$ cat src/rtl/cpu_pkg.sv
// Shared CPU definitions: opcode encodings, fetch sequencer states and field widths.
package cpu_pkg;

    localparam int OPCODE_W = 6;

    localparam logic [OPCODE_W-1:0] LOADA = 6'd1;
    localparam logic [OPCODE_W-1:0] LOADB = 6'd2;
    localparam logic [OPCODE_W-1:0] ADD   = 6'd3;
    localparam logic [OPCODE_W-1:0] SUB   = 6'd4;
    localparam logic [OPCODE_W-1:0] AND   = 6'd5;
    localparam logic [OPCODE_W-1:0] OR    = 6'd6;
    localparam logic [OPCODE_W-1:0] XOR   = 6'd7;
    localparam logic [OPCODE_W-1:0] HALT  = 6'h3F;

    typedef enum logic [1:0] {
        FS_IDLE,
        FS_FETCH,
        FS_DRAIN,
        FS_HALT
    } fetch_state_t;

    function automatic logic is_halt(input logic [OPCODE_W-1:0] op);
        return op == HALT;
    endfunction

endpackage

$ cat src/rtl/instr_fifo.sv
// Instruction buffer: synchronous FIFO with register storage; a pushed word
// becomes visible at the head on the cycle after the push, never combinationally.
module instr_fifo #(
    parameter int WIDTH = 24,
    parameter int DEPTH = 4
) (
    input  logic                     clk,
    input  logic                     rst,
    input  logic                     push,
    input  logic [WIDTH-1:0]         wdata,
    input  logic                     pop,
    output logic [WIDTH-1:0]         rdata,
    output logic                     full,
    output logic                     empty,
    output logic [$clog2(DEPTH):0]   count
);

    localparam int PTR_W = $clog2(DEPTH);
    localparam int CNT_W = PTR_W + 1;

    logic [WIDTH-1:0] mem [DEPTH];
    logic [PTR_W-1:0] wr_ptr;
    logic [PTR_W-1:0] rd_ptr;
    logic             do_push;
    logic             do_pop;

    // A pop frees the slot the same cycle, so a push is legal at full alongside a pop.
    assign do_pop  = pop & ~empty;
    assign do_push = push & (~full | do_pop);

    assign empty = (count == '0);
    assign full  = (count == CNT_W'(DEPTH));
    assign rdata = empty ? '0 : mem[rd_ptr];

    always_ff @(posedge clk or posedge rst) begin
        if (rst) begin
            wr_ptr <= '0;
            rd_ptr <= '0;
            count  <= '0;
        end else begin
            if (do_push)
                wr_ptr <= wr_ptr + 1'b1;
            if (do_pop)
                rd_ptr <= rd_ptr + 1'b1;
            unique case ({do_push, do_pop})
                2'b10:   count <= count + 1'b1;
                2'b01:   count <= count - 1'b1;
                default: ;
            endcase
        end
    end

    always_ff @(posedge clk) begin
        if (do_push)
            mem[wr_ptr] <= wdata;
    end

endmodule

$ cat src/rtl/instr_fetch.sv
// Fetch sequencer: PC, credit-limited memory requests, response buffering and
// the decoder-facing handshake. Optional halt/drain behaviour: INSTR_FETCH_HALT_EN.
module instr_fetch
    import cpu_pkg::*;
#(
    parameter int ADDR_W     = 8,
    parameter int INSTR_W    = 16,
    parameter int FIFO_DEPTH = 4
) (
    input  logic                        clk,
    input  logic                        rst,
    input  logic                        start,
    input  logic [ADDR_W-1:0]           start_addr,
    output logic                        imem_req_valid,
    input  logic                        imem_req_ready,
    output logic [ADDR_W-1:0]           imem_addr,
    input  logic                        imem_rsp_valid,
    input  logic [INSTR_W-1:0]          imem_rsp_data,
    output logic                        instr_valid,
    input  logic                        instr_ready,
    output logic [OPCODE_W-1:0]         opcode,
    output logic [INSTR_W-OPCODE_W-1:0] imm,
    output logic [ADDR_W-1:0]           pc_out,
    output logic                        busy,
    output logic                        halted
);

    localparam int CNT_W   = $clog2(FIFO_DEPTH) + 1;
    localparam int ENTRY_W = INSTR_W + ADDR_W;

    fetch_state_t       state;
    logic [ADDR_W-1:0]  pc;
    logic [ADDR_W-1:0]  rsp_pc;
    logic [CNT_W-1:0]   outstanding;
    logic [CNT_W-1:0]   fifo_count;
    logic [CNT_W:0]     credit_used;
    logic               credit_ok;
    logic               fifo_full;
    logic               fifo_empty;
    logic [ENTRY_W-1:0] head;
    logic               pop;
    logic               push;
    logic               accept;
    logic               rsp_take;
    logic               rsp_halt;

    // Credit counts words in flight plus words buffered, so every accepted
    // request is guaranteed a FIFO slot when its response returns.
    assign pop         = instr_valid & instr_ready;
    assign credit_used = {1'b0, outstanding} + {1'b0, fifo_count} - {{CNT_W{1'b0}}, pop};
    assign credit_ok   = credit_used < (CNT_W+1)'(FIFO_DEPTH);

    assign imem_req_valid = (state == FS_FETCH) && credit_ok;
    assign imem_addr      = pc;
    assign accept         = imem_req_valid & imem_req_ready;
    assign rsp_take       = imem_rsp_valid && (outstanding != '0);

`ifdef INSTR_FETCH_HALT_EN
    assign rsp_halt = is_halt(imem_rsp_data[INSTR_W-1 -: OPCODE_W]);
`else
    assign rsp_halt = 1'b0;
`endif

    assign push = imem_rsp_valid && (state == FS_FETCH) && !rsp_halt;

    // Responses come back in request order, so the address of each returned
    // word is tracked by a second counter rather than stored per request.
    instr_fifo #(
        .WIDTH (ENTRY_W),
        .DEPTH (FIFO_DEPTH)
    ) u_fifo (
        .clk   (clk),
        .rst   (rst),
        .push  (push),
        .wdata ({imem_rsp_data, rsp_pc}),
        .pop   (pop),
        .rdata (head),
        .full  (fifo_full),
        .empty (fifo_empty),
        .count (fifo_count)
    );

    assign instr_valid = ~fifo_empty;
    assign opcode      = head[ENTRY_W-1 -: OPCODE_W];
    assign imm         = head[ADDR_W +: INSTR_W-OPCODE_W];
    assign pc_out      = head[ADDR_W-1:0];

`ifdef INSTR_FETCH_HALT_EN
    logic halt_q;
    assign halted = halt_q;
`else
    assign halted = 1'b0;
`endif

    always_ff @(posedge clk or posedge rst) begin
        if (rst) begin
            state       <= FS_IDLE;
            pc          <= '0;
            rsp_pc      <= '0;
            outstanding <= '0;
            busy        <= 1'b0;
`ifdef INSTR_FETCH_HALT_EN
            halt_q      <= 1'b0;
`endif
        end else begin
            if (accept)
                pc <= pc + 1'b1;
            if (imem_rsp_valid)
                rsp_pc <= rsp_pc + 1'b1;
            unique case ({accept, rsp_take})
                2'b10:   outstanding <= outstanding + 1'b1;
                2'b01:   outstanding <= outstanding - 1'b1;
                default: ;
            endcase

            unique case (state)
                FS_IDLE, FS_HALT: begin
                    if (start) begin
                        state  <= FS_FETCH;
                        pc     <= start_addr;
                        rsp_pc <= start_addr;
                        busy   <= 1'b1;
`ifdef INSTR_FETCH_HALT_EN
                        halt_q <= 1'b0;
`endif
                    end
                end
                FS_FETCH: begin
`ifdef INSTR_FETCH_HALT_EN
                    if (imem_rsp_valid && rsp_halt)
                        state <= FS_DRAIN;
`endif
                end
                FS_DRAIN: begin
`ifdef INSTR_FETCH_HALT_EN
                    if ((outstanding == '0) && fifo_empty) begin
                        state  <= FS_HALT;
                        busy   <= 1'b0;
                        halt_q <= 1'b1;
                    end
`endif
                end
                default: state <= FS_IDLE;
            endcase
        end
    end

    always_ff @(posedge clk) begin
        if (!rst)
            assert (!(push && fifo_full && !pop));
    end

endmodule

$ cat config.mk
export PLATFORM = sky130hd
export DESIGN_NAME = instr_fetch
export DESIGN_NICKNAME = d
export VERILOG_FILES = /design/src/rtl/cpu_pkg.sv /design/src/rtl/instr_fifo.sv /design/src/rtl/instr_fetch.sv
export SDC_FILE = /design/constraint.sdc
export NUM_CORES = 1
export LEC_CHECK = 0
export CAP_MARGIN = 20
export CORE_UTILIZATION = 55
export CTS_CLUSTER_DIAMETER = 200
export DETAILED_ROUTE_END_ITERATION = 16
export HOLD_SLACK_MARGIN = 0.08
export PLACE_DENSITY = 0.79
export SYNTH_ARGS = -nofsm -noshare
export SYNTH_HDL_FRONTEND = slang
export SYNTH_SLANG_ARGS = --single-unit
$ cat constraint.sdc
create_clock -name clk -period 4 [get_ports clk]
set_input_delay 0.8 -clock clk [delete_from_list [all_inputs] [get_ports clk]]
set_output_delay 0.8 -clock clk [all_outputs]
set_load 0.005 [all_outputs]
==> metrics.txt <==
status=complete, no violations; via count=3,198; largest net degree at the start of global routing=30; clock root cell=clkbuf_8; worst reg-to-reg setup slack=approximately 700 ps; worst setup margin=approximately 410 ps; FF-to-FF Start=u_fifo.count[0]; Worst Max-Slew Pin Slew=between 800 and 900 ps; fillers=about 620; first drt pass iteration count=4; Routed Antenna Nets=0; worst r2r dst=outstanding[2]; GPL Wtd Cong=around 0.87; Syn Inst Count=between 300 and 400; WL per Instance=between 15 and 20 um; worst relative slew slack=0.429; max frequency=between 200 and 300 MHz; register area share after synthesis=0.660; aggregate global routing overflow=0; Routed WL=roughly 10,000 um; PortBufs=64; placed cell count=roughly 530; skew final=8.65 ps; Seq cells post-synth=approximately 120; Starting Density=0.575; CP Capture Type=output port; commonest non-fill, non-tap cell in the layout=edfxtp_1; Leak=approximately 2.5 nW; die height=between 100 and 150 um; Synth area leaders=edfxtp_1 (53%), dfrtp_1 (13%), mux4_2 (10%); cts bufs inserted=17; Worst Path Required=about 3200 ps; Netlist cell types=49; peak per-stage delay on the critical path=around 430 ps; RSZ-0062 raised after global routing=false; first-pass GRT wire length=16,600 um; full die area=approximately 10,000 um2; vias in the first global route=approximately 3,300; Max VDD drop=about 410 uV; DRC=0; CP delay by family, top=simple AND/OR/NAND/NOR gates; Synth async-reset ratio=0.220; Post-layout nets=~470; clock buffer depth=2; R2R depth=15; HP Class=input pin to asynchronous set/reset pin; H-tree Lvls=4; most frequent cells in the layout=edfxtp_1 (96), clkdlybuf4s50_1 (63), and2_1 (31); Global Route Usage Sum=0.224; Ant. Diodes=0; EDFF count, synth=96; critical path class=register to output port; crit path cell chain=or3_4 -> nand2_4 -> inv_1 -> ha_1 -> inv_1 -> ha_1 -> and3b_2 -> o21a_1 -> o21a_1 -> dlymetal6s2s_1; Hold Fails Final Rpt=0; top cell type's share of synthesized area=0.535; Max FO, Critical Path=8; hold-fix buffer count after cts=0; MaxCap Viol Count=0; Arr. time, crit path=2790 ps; Vias/cell=about 5.7; CP Buf/Inv Count=3; std cell rows=35; Synth area leader=edfxtp_1; Most used DFF post-synth=edfxtp_1; Post-Layout Cell Count=about 560; 1st-iter DRT viols=between 100 and 150; Power Density=799 nW/um2; initial antenna violation count=0; crit start category=register; slowest stage cell, crit path=or3_4; DPL Wire Length=between 6000 and 7000 um; post-synthesis net count=approximately 380; Tmin final=3590 ps; Place WS=~190 ps; Synth Area per Inst=15.9 um2; share of cells above drive strength 1=0.182; Final setup viols=0; core area=roughly 9400 um2; P&R area growth vs syn=27.3%; clock sinks=around 120; clock latency on the worst-skew pair=~510 ps; Final Slew Violations=0; Worst-path clk slew=60 ps; Syn. warnings=0; Die W=between 100 and 150 um; Fin Setup TNS=0 ps; Tcrit/Tclk final=0.898; io pins=66; CTS tree=yes; Post-Syn Area=roughly 5400 um2
[repair_timing]
| action | CTS | global route |
|---|---|---|
| setup endpoints to repair | 0 | 1 |
| hold endpoints to repair | 0 | 0 |
| gates resized for setup | 0 | 6 |
| setup buffers | 0 | 3 |
[state kept, by name, summed over array words and instances, names as in the netlist]
register,count
u_fifo.count,3
rsp_pc,8
state,1
outstanding,3
u_fifo.mem,96
u_fifo.wr_ptr,2
u_fifo.rd_ptr,2
imem_addr,8
[worst max path at each step]
stage	end	depth (start not counted)	slack [ps]	startpoint
global placement	imem_req_valid	10	200	instr_ready
detailed placement	imem_req_valid	10	190	instr_ready
floorplan	outstanding[2]	17	660	u_fifo.count[2]
finish	imem_req_valid	10	410	u_fifo.count[0]
global route	imem_req_valid	10	310	u_fifo.count[0]
CTS	imem_req_valid	10	80	u_fifo.count[2]
[layout make-up]
type	instances	area (um2)	area share
multi-input cells	185	1720	0.251
repair buffers	79	776	0.113
well taps	129	161	0.0235
inverters	15	56.3	0.00820
clock buffers	18	418	0.0609
flip-flops and latches	123	3560	0.518
clock inverters	13	170	0.0248
[cell usage after synthesis, types with 2 or more instances]
| library cell | instances |
|---|---|
| mux4_2 | 24 |
| nand3_1 | 4 |
| o211a_1 | 2 |
| fa_1 | 2 |
| a211oi_1 | 5 |
| nand2_1 | 13 |
| o22ai_1 | 2 |
| xnor2_1 | 9 |
| nor3_1 | 4 |
| or3_1 | 2 |
| nand4_1 | 2 |
| mux2i_1 | 3 |
| buf_1 | 2 |
| a21oi_1 | 8 |
| inv_1 | 15 |
| edfxtp_1 | 96 |
| o21a_1 | 3 |
| nor4_2 | 2 |
| buf_2 | 3 |
| nor4_1 | 3 |
| ha_1 | 12 |
| o2111a_1 | 4 |
| and2_1 | 31 |
| dfrtp_1 | 27 |
| xor2_1 | 7 |
| clkbuf_1 | 9 |
| nor2_1 | 18 |
| o21ai_0 | 6 |
[metrics by stage]
stage	area (um2)	hold slack [ps]	util	power (mW)
floorplan	5390	474	-	3.12
global placement	6200	499	0.662	3.87
detailed placement	6200	518	0.662	3.95
CTS	6790	528	0.725	5.47
global route	6870	547	0.733	5.78
finish	6870	516	0.733	5.48
[report_power, final]
group	total [mW]	switching [mW]	internal (mW)
Sequential	2.01	0.238	1.77
Clock	1.50	0.554	0.950
Combinational	1.97	0.843	1.12
[worst register-to-register path: cells and delay by family, from the launching register on]
family | cells | cell delay (ps)
compound gates | 2 | 480
xor+xnor | 2 | 270
fa+ha+maj | 4 | 970
buf+inv | 3 | 180
flops | 1 | 420
simple gates | 4 | 870
[logic make-up (layout without fill, tap and decap cells)]
kind of cell / count (synthesis) / in the layout / share of synthesized area
AOI/OAI and AO/OA: 39 / 39 / 0.0569
xor gates and xnor gates: 16 / 16 / 0.0260
and+or+nand+nor: 88 / 88 / 0.0910
muxes: 27 / 27 / 0.106
adders and majority gates: 14 / 14 / 0.0353
DFF: 123 / 123 / 0.660
buffers and inverters: 31 / 125 / 0.0244
other: 1 / 1 / 0.000696
[metal layers]
| metal | share of wire | global-route usage |
|---|---|---|
| met4 | 0.013 | 0.0713 |
| met1 | 0.43 | 0.282 |
| met2 | 0.51 | 0.384 |
| met3 | 0.044 | 0.0562 |
| met5 | 0 | 0 |
Note: power is estimated with default switching activity, not from simulation.
